===== src/rtl/run_det_pkg.sv =====
// Shared state encoding for the run-length pattern detector.
package run_det_pkg;
    localparam int ST_W = 2;
    localparam logic [ST_W-1:0] IDLE   = 2'b00;
    localparam logic [ST_W-1:0] COUNT  = 2'b01;
    localparam logic [ST_W-1:0] ARMED  = 2'b10;
    localparam logic [ST_W-1:0] REJECT = 2'b11;
endpackage


===== src/rtl/run_pattern_detector_sat_counter.sv =====
// Saturating up-counter with synchronous clear (clear wins over increment).
module sat_counter #(
    parameter int W = 8
) (
    input  logic         clk,
    input  logic         rst,
    input  logic         clr,
    input  logic         inc,
    output logic [W-1:0] q
);
    logic [W-1:0] cnt_q;

    always_ff @(posedge clk or posedge rst) begin
        if (rst) begin
            cnt_q <= '0;
        end else if (clr) begin
            cnt_q <= '0;
        end else if (inc && (cnt_q != '1)) begin
            cnt_q <= cnt_q + 1'b1;
        end
    end

    assign q = cnt_q;
endmodule


===== src/rtl/run_pattern_detector.sv =====
// Detects a run of >= min_run ones terminated by a zero.
// Define RUN_DET_MAXLEN_EN to add max_run and the overlong pulse.
module run_pattern_detector
    import run_det_pkg::*;
#(
    parameter int RW = 4,
    parameter int CW = 8
) (
    input  logic            clk,
    input  logic            reset,
    input  logic            level,
    input  logic            en,
    input  logic            clr,
    input  logic [RW-1:0]   min_run,
`ifdef RUN_DET_MAXLEN_EN
    input  logic [RW-1:0]   max_run,
    output logic            overlong,
`endif
    output logic            match,
    output logic [RW-1:0]   run_len,
    output logic [CW-1:0]   match_count,
    output logic [ST_W-1:0] state
);
    logic [ST_W-1:0] state_q, state_d;
    logic            match_q, match_d;
    logic [RW-1:0]   run_len_q, run_len_d;
    logic [RW-1:0]   run_cnt_q;
    logic [RW-1:0]   min_eff;
    logic [RW:0]     cnt_nxt;
    logic            cnt_inc, cnt_clr, mc_inc;
`ifdef RUN_DET_MAXLEN_EN
    logic            ov_q, ov_d;
`endif

    sat_counter #(.W(RW)) u_run_cnt (
        .clk (clk),
        .rst (reset),
        .clr (cnt_clr),
        .inc (cnt_inc),
        .q   (run_cnt_q)
    );

    sat_counter #(.W(CW)) u_match_cnt (
        .clk (clk),
        .rst (reset),
        .clr (clr),
        .inc (mc_inc),
        .q   (match_count)
    );

    always_comb begin
        min_eff   = (min_run == '0) ? RW'(1) : min_run;
        cnt_nxt   = {1'b0, run_cnt_q} + (RW+1)'(1);
        state_d   = state_q;
        match_d   = 1'b0;
        run_len_d = run_len_q;
        cnt_inc   = 1'b0;
        cnt_clr   = 1'b0;
        mc_inc    = 1'b0;
`ifdef RUN_DET_MAXLEN_EN
        ov_d      = 1'b0;
`endif
        if (clr) begin
            state_d = IDLE;
            cnt_clr = 1'b1;
        end else if (en) begin
            case (state_q)
                IDLE: begin
                    if (level) begin
                        cnt_inc = 1'b1;
                        state_d = (min_eff == RW'(1)) ? ARMED : COUNT;
                    end
                end
                COUNT: begin
                    if (level) begin
                        cnt_inc = 1'b1;
                        if (cnt_nxt >= {1'b0, min_eff}) state_d = ARMED;
                    end else begin
                        cnt_clr = 1'b1;
                        state_d = IDLE;
                    end
                end
                ARMED: begin
                    if (level) begin
`ifdef RUN_DET_MAXLEN_EN
                        if (max_run != '0 && cnt_nxt > {1'b0, max_run})
                            state_d = REJECT;
                        else
                            cnt_inc = 1'b1;
`else
                        cnt_inc = 1'b1;
`endif
                    end else begin
                        cnt_clr   = 1'b1;
                        state_d   = IDLE;
                        match_d   = 1'b1;
                        run_len_d = run_cnt_q;
                        mc_inc    = 1'b1;
                    end
                end
`ifdef RUN_DET_MAXLEN_EN
                REJECT: begin
                    if (!level) begin
                        cnt_clr = 1'b1;
                        state_d = IDLE;
                        ov_d    = 1'b1;
                    end
                end
`endif
                default: begin
                    cnt_clr = 1'b1;
                    state_d = IDLE;
                end
            endcase
        end
    end

    always_ff @(posedge clk or posedge reset) begin
        if (reset) begin
            state_q   <= IDLE;
            match_q   <= 1'b0;
            run_len_q <= '0;
`ifdef RUN_DET_MAXLEN_EN
            ov_q      <= 1'b0;
`endif
        end else begin
            state_q   <= state_d;
            match_q   <= match_d;
            run_len_q <= run_len_d;
`ifdef RUN_DET_MAXLEN_EN
            ov_q      <= ov_d;
`endif
        end
    end

    assign state   = state_q;
    assign match   = match_q;
    assign run_len = run_len_q;
`ifdef RUN_DET_MAXLEN_EN
    assign overlong = ov_q;
`endif
endmodule


===== config.mk =====
export PLATFORM = sky130hd
export DESIGN_NAME = run_pattern_detector
export DESIGN_NICKNAME = d
export VERILOG_FILES = /design/src/rtl/run_det_pkg.sv /design/src/rtl/run_pattern_detector_sat_counter.sv /design/src/rtl/run_pattern_detector.sv
export SDC_FILE = /design/constraint.sdc
export NUM_CORES = 1
export LEC_CHECK = 0
export CORE_UTILIZATION = 52
export CTS_BUF_LIST = sky130_fd_sc_hd__clkbuf_4
export DETAILED_ROUTE_END_ITERATION = 8
export MAX_ROUTING_LAYER = met4
export PLACE_DENSITY_LB_ADDON = 0.05
export SLEW_MARGIN = 20
export SYNTH_ARGS = -nofsm -noshare
export SYNTH_HDL_FRONTEND = slang
export SYNTH_SLANG_ARGS = --single-unit

===== constraint.sdc =====
create_clock -name clk -period 2.2 [get_ports clk]
set_input_delay 0.55 -clock clk [delete_from_list [all_inputs] [get_ports clk]]
set_output_delay 0.55 -clock clk [all_outputs]
set_load 0.01 [all_outputs]

==> flow_summary_export.csv, run 1 <==
group,metric,value,unit
yosys,synth_most_common_cell,"dfrtp_1",
pwr,seq_power_share,50.4,%
placed_design,port_buffers,23,
timing,fmax,0.481,GHz
floorplan,die_w,49,um
yosys,syn-num-nets,131,
placed_design,dp_hpwl,1.95,mm
cts,cts_tree,"done",
detailed_routing,wl_per_cell,15.5,um
yosys,ys.flop_type,"dfrtp_1",
floorplan,rows,16,
cts,clk_path_buf_depth,2,
detailed_routing,dr_wl_met3,91,um
yosys,ys_ff_latch,19,
pwr,p_leak,0.725,nW
global_routing,overflow,0,
worst_setup_path,path_common_cell,"a211o_1",
detailed_routing,top_layer,"met4",
timing,tightest_slew,393,ps
yosys,yosysTopAreaCell,"dfrtp_1",
cts,clk_pin_slew,120,ps
yosys,yosys-top-cells-count,"19 x dfrtp_1, 10 x ha_1, 8 x nand2_1",
worst_setup_path,crit_chain,"clkdlybuf4s50_1 > or2_2 > ha_1 > nand2b_1 > a211o_1 > a211o_1 > o211ai_2",
worst_setup_path,cpMaxStageDelayCell,"clkdlybuf4s50_1",
detailed_routing,wl_met2,1.35,mm
cts,post_cts_buffers,0,
yosys,syn_area,1150,sq um
yosys,synth_async_sr_flop_share,100,%
cts,clkLatencyLatePin,300,ps
placed_design,globalplace.congestion,0.807,
global_routing,grt_usage,25.1,%
yosys,synthDominantCellAreaShare,41.4,%
yosys,synth-warning-count,0,
pwr,power.density,500,nW/um^2
yosys,yosysSeqAreaShare,41.4,%
detailed_routing,vias_per_cell,5.58,
cells_and_area,nFillCells,151,
detailed_routing,drt_pass1_iterations,4,
floorplan,initial_core_util,56.8,%
worst_setup_path,worstPathRequired,2440,ps
timing,rsz0062_at_grt,"no",
worst_setup_path,worstSetupPathType,"in -> reg",
worst_setup_path,critPathCaptureType,"flop",
worst_setup_path,cpPeakStageDelay,410,ps
global_routing,antenna_found_initial,0,
pwr,ir_worst_vdd,0.000337,V
global_routing,grt_pass1_wl,4.46,mm
cells_and_area,layout.nets,164,
cells_and_area,final_util,73.9,%
yosys,synth_cell_types,34,
timing,hold_viol,0,
timing,slew_headroom,73.6,%
timing,drv_slew,0,
yosys,synth.area.top_cells,"dfrtp_1 41%, ha_1 11%, xor2_1 4.6%",
cts,numCtsBuffers,3,
cells_and_area,drive_above_1_share,13.9,%
floorplan,dieArea,2400,sq um
detailed_routing,final_antenna_net_count,0,
floorplan,core_area,2020,sq um
timing,fin_skew,11.3,ps
timing,period_share,94.6,%
global_routing,grt_max_degree,20,
worst_setup_path,critPathLaunchType,"input pin",
pwr,clockPowerShare,26.9,%
yosys,synth_edf_count,0,
detailed_routing,vias,954,
worst_setup_path,arrival,2320,ps
cts,h-tree-depth,1,
run_status,status,"completed",
floorplan,io-pin-count,24,
floorplan,die_y,49,um
pwr,power_switching,0.000216,W
pwr,power_frac_comb,22.8,%
cts,cts-root-buf,"clkbuf_4",
flow_run,cap_violations,0,
detailed_routing,drt_iter0_drc,16,
timing,setup_tns,0,ps
detailed_routing,m1WireLength,1.18,mm
detailed_routing,wl,2.65,mm
pwr,p_sw_share,28.9,%
global_routing,grt_pass1_vias,963,
yosys,synth.avg_cell_area,10.3,sq um
min_path,hold_class,"reg -> reg",
cells_and_area,antennaDiodeCount,0,
timing,layout_min_cycle_time,2080,ps
timing,setup_viol,0,
cts,cts_num_sinks,19,
worst_setup_path,crit_fanout,2,
pwr,p_int,0.000532,W
yosys,synthCells,112,
cells_and_area,syn2layout_area_growth,30.2,%
detailed_routing,drcViolationCount,0,
-- per-layer routing --
layer | global-route usage (%) | vias up
li1 | - | 467
met4 | 6.37 | 0
met5 | - | -
met1 | 29.7 | 458
met2 | 43.5 | 27
met3 | 4.98 | 2
-- cells in the final DEF (no fill, tap or decap), drive strengths merged, types with 2 or more instances in the layout --
| master | netlist | final |
|---|---|---|
| a211o | 2 | 2 |
| a211oi | 2 | 2 |
| a21oi | 7 | 7 |
| and4bb | 2 | 2 |
| buf | 1 | 7 |
| clkbuf | 1 | 4 |
| clkdlybuf4s50 | 0 | 20 |
| dfrtp | 19 | 19 |
| dlymetal6s2s | 0 | 3 |
| ha | 10 | 10 |
| inv | 7 | 7 |
| mux2 | 4 | 4 |
| mux2i | 5 | 5 |
| nand2 | 8 | 8 |
| nand3 | 5 | 5 |
| nand4 | 2 | 2 |
| nor2 | 7 | 7 |
| nor3 | 4 | 4 |
| o211ai | 2 | 2 |
| o21ai | 2 | 2 |
| or4b | 3 | 3 |
| xor2 | 6 | 6 |
-- sequential cells by signal (all words and copies together) (netlist names) --
name           cells
run_len            4
u_run_cnt.q        4
match              1
u_match_cnt.q      8
state              2
-- cell families after synthesis --
| logic type | Yosys count | share of synthesized area (%) |
|---|---|---|
| AOI/OAI and AO/OA | 19 | 11.1 |
| xor gates and xnor gates | 7 | 5.34 |
| adders and majority gates | 10 | 10.9 |
| buffers and inverters | 9 | 3.27 |
| DFF | 19 | 41.4 |
| muxes | 9 | 8.28 |
| and+or+nand+nor | 39 | 19.7 |
-- power by group through the flow --
stage                     combinational, W  clock (W)  sequential, W
after floorplan                  0.0000921          0       0.000385
after global placement            0.000164          0       0.000382
after detailed placement          0.000169          0       0.000384
after CTS                         0.000172   0.000202       0.000377
after global routing              0.000191   0.000215       0.000379
final                             0.000170   0.000201       0.000377
-- final timing paths --
path                       cells past startpoint  slack (ps)               end           start
min in group asynchronous                      3         550    u_run_cnt.q[1]           reset
max in group asynchronous                      3        1440  u_match_cnt.q[7]           reset
min reg2reg                                    1         530        run_len[2]      run_len[2]
min                                            1         530        run_len[2]      run_len[2]
max                                            7         120          state[0]      min_run[0]
max reg2reg                                    6         300          state[0]  u_run_cnt.q[0]
-- worst max-delay path, delay by kind of cell --
family,cells,cell delay (ps)
adders and majority gates,1,260
AOI/OAI and AO/OA,3,660
and+or+nand+nor,2,450
buffers and inverters,1,410
-- cell type report --
class,count,area (sq um),area share (%)
multi-input cells,84,639,42.8
flip-flops and latches,19,475,31.8
repair buffers,30,290,19.4
well taps,27,33.8,2.26
clock buffers,4,30.0,2.01
inverters,7,26.3,1.76
-- stage by stage --
stage | power [W] | std cells | setup WS [ps] | hold slack (ps) | instance area [sq um]
after detailed placement | 0.000553 | 167 | -326 | 495 | 1450
final | 0.000748 | 171 | 119 | 531 | 1500
after global placement | 0.000546 | 167 | -267 | 494 | 1450
after global routing | 0.000785 | 171 | 69.7 | 544 | 1500
after CTS | 0.000750 | 171 | 11.7 | 532 | 1490
after floorplan | 0.000477 | 112 | 264 | 501 | 1150
-- what timing repair did --
action | in CTS | in global routing
hold buffers | 0 | 0
gates resized for setup | 1 | 3
setup endpoints to repair | 1 | 2
pin swaps | 0 | 2
Note: power is estimated with default switching activity, not from simulation.
==> run 2, diff against run 1 <==
--- a/config.mk
+++ b/config.mk
@@ -5,6 +5,7 @@
 export SDC_FILE = /design/constraint.sdc
 export NUM_CORES = 1
 export LEC_CHECK = 0
+export ABC_AREA = 0
 export CORE_UTILIZATION = 52
 export CTS_BUF_LIST = sky130_fd_sc_hd__clkbuf_4
 export DETAILED_ROUTE_END_ITERATION = 8
==> results of run 2 <==
Same layout as run 1: the final DEF is identical, and so are final timing and power.
